**src/rtl/regbank_pkg.sv**
```systemverilog
// Shared types and default sizing for the register bank.
// Pure declarations: no logic, no latency, no flow control.
package regbank_pkg;

    localparam int REGBANK_DEFAULT_WIDTH = 16;
    localparam int REGBANK_DEFAULT_DEPTH = 8;

    typedef enum logic {
        IDLE  = 1'b0,
        CLEAR = 1'b1
    } regbank_state_t;

endpackage

```
**src/rtl/register_bank_cell.sv**
```systemverilog
// One storage word: load enable with a synchronous clear that wins over load.
// One-cycle load latency; no backpressure, the caller gates load/clr.
module register_bank_cell #(
    parameter int WIDTH = 16
) (
    input  logic             clock,
    input  logic             reset_n,
    input  logic             load,
    input  logic             clr,
    input  logic [WIDTH-1:0] d,
    output logic [WIDTH-1:0] q
);

    logic [WIDTH-1:0] data_q;
    logic [WIDTH-1:0] data_d;

    always_comb begin
        data_d = data_q;
        if (clr) begin
            data_d = '0;
        end else if (load) begin
            data_d = d;
        end
    end

    always_ff @(posedge clock or negedge reset_n) begin
        if (!reset_n) begin
            data_q <= '0;
        end else begin
            data_q <= data_d;
        end
    end

    assign q = data_q;

endmodule

```
**src/rtl/register_bank.sv**
```systemverilog
// DEPTH x WIDTH register file: 1 write port, 2 combinational read ports, sequenced bulk clear.
// Writes land next edge; clear takes DEPTH cycles with busy high, writes while busy are dropped (sticky flag).
// REGISTER_BANK_BYPASS_EN enables same-cycle write/clear forwarding onto the read ports.
module register_bank
    import regbank_pkg::*;
#(
    parameter  int WIDTH  = REGBANK_DEFAULT_WIDTH,
    parameter  int DEPTH  = REGBANK_DEFAULT_DEPTH,
    localparam int ADDR_W = $clog2(DEPTH)
) (
    input  logic              clock,
    input  logic              reset_n,
    input  logic              wr_en,
    input  logic [ADDR_W-1:0] wr_addr,
    input  logic [WIDTH-1:0]  wr_data,
    input  logic [ADDR_W-1:0] rd_addr_a,
    output logic [WIDTH-1:0]  rd_data_a,
    input  logic [ADDR_W-1:0] rd_addr_b,
    output logic [WIDTH-1:0]  rd_data_b,
    input  logic              clr_req,
    output logic              busy,
    output logic              clr_done,
    output logic              wr_dropped
);

    localparam logic [ADDR_W-1:0] LAST_PTR = ADDR_W'(DEPTH - 1);

    regbank_state_t    state_q, state_d;
    logic [ADDR_W-1:0] ptr_q, ptr_d;
    logic              clr_done_q, clr_done_d;
    logic              wr_dropped_q, wr_dropped_d;

    logic              wr_accept;
    logic [DEPTH-1:0]  cell_load;
    logic [DEPTH-1:0]  cell_clr;
    logic [WIDTH-1:0]  cell_q [DEPTH];

    assign busy      = (state_q == CLEAR);
    assign wr_accept = wr_en && !busy;

    // clr_done is registered: it is set on the edge that moves ptr onto the last word.
    always_comb begin
        state_d      = state_q;
        ptr_d        = ptr_q;
        clr_done_d   = 1'b0;
        wr_dropped_d = wr_dropped_q;
        case (state_q)
            IDLE: begin
                if (clr_req) begin
                    state_d = CLEAR;
                    ptr_d   = '0;
                end
            end
            CLEAR: begin
                if (wr_en) begin
                    wr_dropped_d = 1'b1;
                end
                if (ptr_q == LAST_PTR) begin
                    state_d = IDLE;
                    ptr_d   = '0;
                end else begin
                    ptr_d      = ptr_q + 1'b1;
                    clr_done_d = (ptr_d == LAST_PTR);
                end
            end
            default: begin
                state_d = IDLE;
                ptr_d   = '0;
            end
        endcase
    end

    always_ff @(posedge clock or negedge reset_n) begin
        if (!reset_n) begin
            state_q      <= IDLE;
            ptr_q        <= '0;
            clr_done_q   <= 1'b0;
            wr_dropped_q <= 1'b0;
        end else begin
            state_q      <= state_d;
            ptr_q        <= ptr_d;
            clr_done_q   <= clr_done_d;
            wr_dropped_q <= wr_dropped_d;
        end
    end

    assign clr_done   = clr_done_q;
    assign wr_dropped = wr_dropped_q;

    always_comb begin
        cell_load = '0;
        cell_clr  = '0;
        for (int i = 0; i < DEPTH; i++) begin
            cell_load[i] = wr_accept && (wr_addr == ADDR_W'(i));
            cell_clr[i]  = busy && (ptr_q == ADDR_W'(i));
        end
    end

    for (genvar g = 0; g < DEPTH; g++) begin : g_cell
        register_bank_cell #(
            .WIDTH (WIDTH)
        ) u_cell (
            .clock   (clock),
            .reset_n (reset_n),
            .load    (cell_load[g]),
            .clr     (cell_clr[g]),
            .d       (wr_data),
            .q       (cell_q[g])
        );
    end

`ifdef REGISTER_BANK_BYPASS_EN
    always_comb begin
        rd_data_a = cell_q[rd_addr_a];
        if (wr_accept && (rd_addr_a == wr_addr)) begin
            rd_data_a = wr_data;
        end else if (busy && (rd_addr_a == ptr_q)) begin
            rd_data_a = '0;
        end
    end

    always_comb begin
        rd_data_b = cell_q[rd_addr_b];
        if (wr_accept && (rd_addr_b == wr_addr)) begin
            rd_data_b = wr_data;
        end else if (busy && (rd_addr_b == ptr_q)) begin
            rd_data_b = '0;
        end
    end
`else
    assign rd_data_a = cell_q[rd_addr_a];
    assign rd_data_b = cell_q[rd_addr_b];
`endif

endmodule

```
**config.mk**
```make
export PLATFORM = sky130hd
export DESIGN_NAME = register_bank
export DESIGN_NICKNAME = d
export VERILOG_FILES = /design/src/rtl/regbank_pkg.sv /design/src/rtl/register_bank_cell.sv /design/src/rtl/register_bank.sv
export SDC_FILE = /design/constraint.sdc
export NUM_CORES = 1
export LEC_CHECK = 0
export CAP_MARGIN = 20
export CELL_PAD_IN_SITES_DETAIL_PLACEMENT = 2
export CELL_PAD_IN_SITES_GLOBAL_PLACEMENT = 2
export CORE_MARGIN = 3
export CORE_UTILIZATION = 41
export DETAILED_ROUTE_END_ITERATION = 10
export GPL_ROUTABILITY_DRIVEN = 0
export PLACE_DENSITY_LB_ADDON = 0.05
export SLEW_MARGIN = 0
export SYNTH_ARGS = -nofsm -noshare
export SYNTH_HDL_FRONTEND = slang
export SYNTH_SLANG_ARGS = --single-unit
export TNS_END_PERCENT = 5
```
**constraint.sdc**
```tcl
create_clock -name clock -period 2.6 [get_ports clock]
set_clock_uncertainty 0.05 [all_clocks]
set_input_delay 0.52 -clock clock [delete_from_list [all_inputs] [get_ports clock]]
set_output_delay 0.52 -clock clock [all_outputs]
set_load 0.1 [all_outputs]
```
==> results of run 1 <==
-- Yosys cell counts (all sizes together) --
library cell    n  area share [%]
dfrtp         134              45
nand2         134             6.7
mux2i         129              17
mux4           64              19
mux2           32             4.8
buf            30             2.7
inv            20             1.0
clkbuf         12            0.60
ha              7             1.2
nand3b          6            0.76
nand3           3            0.20
nor2            3            0.18
nor3b           3            0.37
o31ai           3            0.30
a21o            1            0.10
and3            1           0.083
nand2b          1           0.083
nor4bb          1            0.13
or3             1           0.083
-- path summary, 6_finish.rpt --
check,start,to,slack (ps),depth (start not counted)
max,rd_addr_b[0],rd_data_b[3],50,5
min,reset_n,g_cell[6].u_cell.q[12]$_DFFE_PN0P_,140,2
max reg2reg,busy$_DFF_PN0_,g_cell[3].u_cell.q[3]$_DFFE_PN0P_,660,4
min reg2reg,wr_dropped$_DFFE_PN0P_,wr_dropped$_DFFE_PN0P_,420,1
max in group asynchronous,reset_n,g_cell[7].u_cell.q[4]$_DFFE_PN0P_,1750,2
min in group clock,wr_dropped$_DFFE_PN0P_,wr_dropped$_DFFE_PN0P_,420,1
-- kinds of logic after synthesis --
kind of cell	count (synthesis)	share of synthesized area, %
mux	225	41.1
simple gates	153	8.60
flops	134	44.5
buf+inv	62	4.25
fa+ha+maj	7	1.16
compound gates	4	0.399
-- repair_timing --
action	CTS	global route
endpoints found under the setup margin	32	1
setup buffers	0	0
resized for setup	6	1
gates cloned	2	0
-- registers in the layout, summed over array words and instances, names as in the netlist --
name and flops:
clr_done 1, g_cell.u_cell.q 128, ptr_q 3, wr_dropped 1, busy 1
-- worst max-delay path, delay by kind of cell --
kind / cells / cell delay [ps]
buffers and inverters: 3 / 590
muxes: 2 / 870
-- per-stage QoR --
stage	hold slack, ps	instance area (um^2)	instances	setup TNS, ps	setup slack, ps
final	141	9560	894	0	46.5
after global routing	218	9560	894	0	0.983
after CTS	208	9550	894	0	11.0
after detailed placement	405	8880	861	-1930	-103
after global placement	393	8880	861	-1510	-73.9
after floorplan	174	7530	585	0	160
-- power breakdown --
| group | internal, mW | total, mW | switching [mW] |
|---|---|---|---|
| Sequential | 2.90 | 3.64 | 0.735 |
| Combinational | 2.22 | 5.54 | 3.32 |
| Clock | 1.57 | 2.50 | 0.928 |
-- placed cells by master, fill, tap and decap left out --
| cell | Yosys | final |
|---|---|---|
| bufbuf_16 | 0 | 2 |
| clkbuf_16 | 0 | 17 |
| clkinvlp_4 | 0 | 2 |
| nor2_1 | 2 | 2 |
| buf_12 | 0 | 44 |
| bufinv_16 | 0 | 3 |
| nor3b_2 | 1 | 3 |
| clkdlybuf4s50_1 | 0 | 23 |
| nand2_2 | 1 | 1 |
| ha_1 | 7 | 7 |
| nand3_1 | 3 | 3 |
| dfrtp_1 | 134 | 134 |
| inv_1 | 20 | 20 |
| mux4_2 | 64 | 64 |
| nor4bb_1 | 1 | 1 |
| a21o_1 | 1 | 1 |
| or3_1 | 1 | 1 |
| o31ai_1 | 3 | 3 |
| clkbuf_1 | 12 | 2 |
| clkbuf_8 | 0 | 3 |
| buf_6 | 4 | 1 |
| buf_4 | 13 | 21 |
| nand3b_4 | 1 | 1 |
| mux2_2 | 32 | 32 |
| nor2_2 | 1 | 1 |
| nand2b_1 | 1 | 1 |
| clkdlybuf4s15_2 | 0 | 2 |
| mux2i_1 | 129 | 129 |
| nand3b_1 | 5 | 5 |
| buf_2 | 7 | 2 |
| and3_1 | 1 | 1 |
| clkinv_2 | 0 | 4 |
| nand2_1 | 133 | 133 |
-- final cells by class --
type / count / share of cell area [%]
flip-flops and latches: 134 / 35.1
multi-input cells: 389 / 40.5
clock inverters: 9 / 1.31
inverters: 20 / 0.786
repair buffers: 95 / 14.4
clock buffers: 22 / 4.96
well taps: 225 / 2.95
-- layer usage --
metal | GRT usage, % | up-vias | wire length, um
li1 | - | 2251 | -
met1 | 34.0 | 2923 | 10300
met2 | 46.2 | 136 | 13300
met3 | 5.36 | 31 | 1130
met4 | 7.27 | 0 | 382
met5 | 0 | - | 0
==> flow_summary.yaml, run 1 <==
route:
  drtPass1Iterations: 4
  routed_wl_mm: 25.1
  drc: 0
  ant_nets: 0
  vias: 5341
  wl_per_cell_um: 28.1
  viasPerCell: 5.97
  drt_first_iter_violations: 310
sta:
  hold_viol: 0
  maxSlewHeadroom_pct: 47.6
  min_period_over_period_pct: 98.2
  final_max_slew_viol_count: 0
  fmax_ghz: 0.392
  period_minus_slack_ps: 2550
  setup_violations: 0
  worst_pin_slew_ps: 785
  rsz0062_at_grt: "no"
global_route:
  grt_overflow: 0
  antenna_found_initial: 0
  grt_pass1_vias: 6274
  grt_max_degree: 135
  grt_pass1_wl_mm: 39.4
  track_usage_pct: 26.6
critical_path:
  crit_slowest_cell: "mux4_2"
  critPathRequiredTime_ps: 2030
  crit_path_frequent_cell: "buf_12"
  worst_ep_arrival_time_ps: 1980
  slowest_delay_ps: 540
  cp-end-kind: "output port"
  start_kind: "primary input"
  crit_type: "in2out"
  path_max_fanout: 15
  crit_chain: "buf_2, buf_12, mux4_2, mux2_2, buf_12"
yosys:
  syn_area_per_cell_um2: 12.9
  synth_area_um2: 7530
  synthDistinctLibCells: 26
  syn_nets: 621
  syn_inst: 585
  ys.warnings.count: 0
  ys_ff_latch: 134
  ys_seq_area_share_pct: 44.5
clock_tree:
  clock_latency_ps: 420
  cts_tree: "yes"
  postCtsHoldBufs: 0
  cts.sinks: 134
  cts_made_buffers: 17
  cts_root_buf: "clkbuf_16"
  clk_pin_slew_worst_paths_ps: 60
  clockBufferDepth: 2
  cts_max_level: 4
layout:
  drive_above_1_share_pct: 30.3
  diodes: 0
  layout.nets: 693
  area_growth_pct: 26.9
  nFillCells: 1647
  seq_area_um2: 3350
  multi_input_area_um2: 3870
  final_core_util_pct: 54.1
die:
  dieArea_um2: 20000
  initial_core_util_pct: 42.7
  ios: 64
  core-area_um2: 17700
  die_w_um: 142
  placementRows: 48
  die_h_um: 142
power_and_ir_drop:
  power_density_nw_per_um2: 1220
  leakage_nw: 4.50
  power.total_mw: 11.7
  irDropWorstVdd_mv: 0.902
placed_design:
  io_buffers: 63
  dp_hpwl_mm: 14.7
worst_hold_path:
  holdCritPathClass: "in2async"
outcome:
  status: "complete, no violations"
flow_run:
  drv_cap: 0
(Power assumes the default switching activity.)
==> run 2, diff against run 1 <==
--- a/config.mk
+++ b/config.mk
@@ -17,4 +17,4 @@
 export SYNTH_ARGS = -nofsm -noshare
 export SYNTH_HDL_FRONTEND = slang
 export SYNTH_SLANG_ARGS = --single-unit
-export TNS_END_PERCENT = 5
+export TNS_END_PERCENT = 1
==> results of run 2 <==
The final DEF is identical to that of run 1; final timing and power are the same.
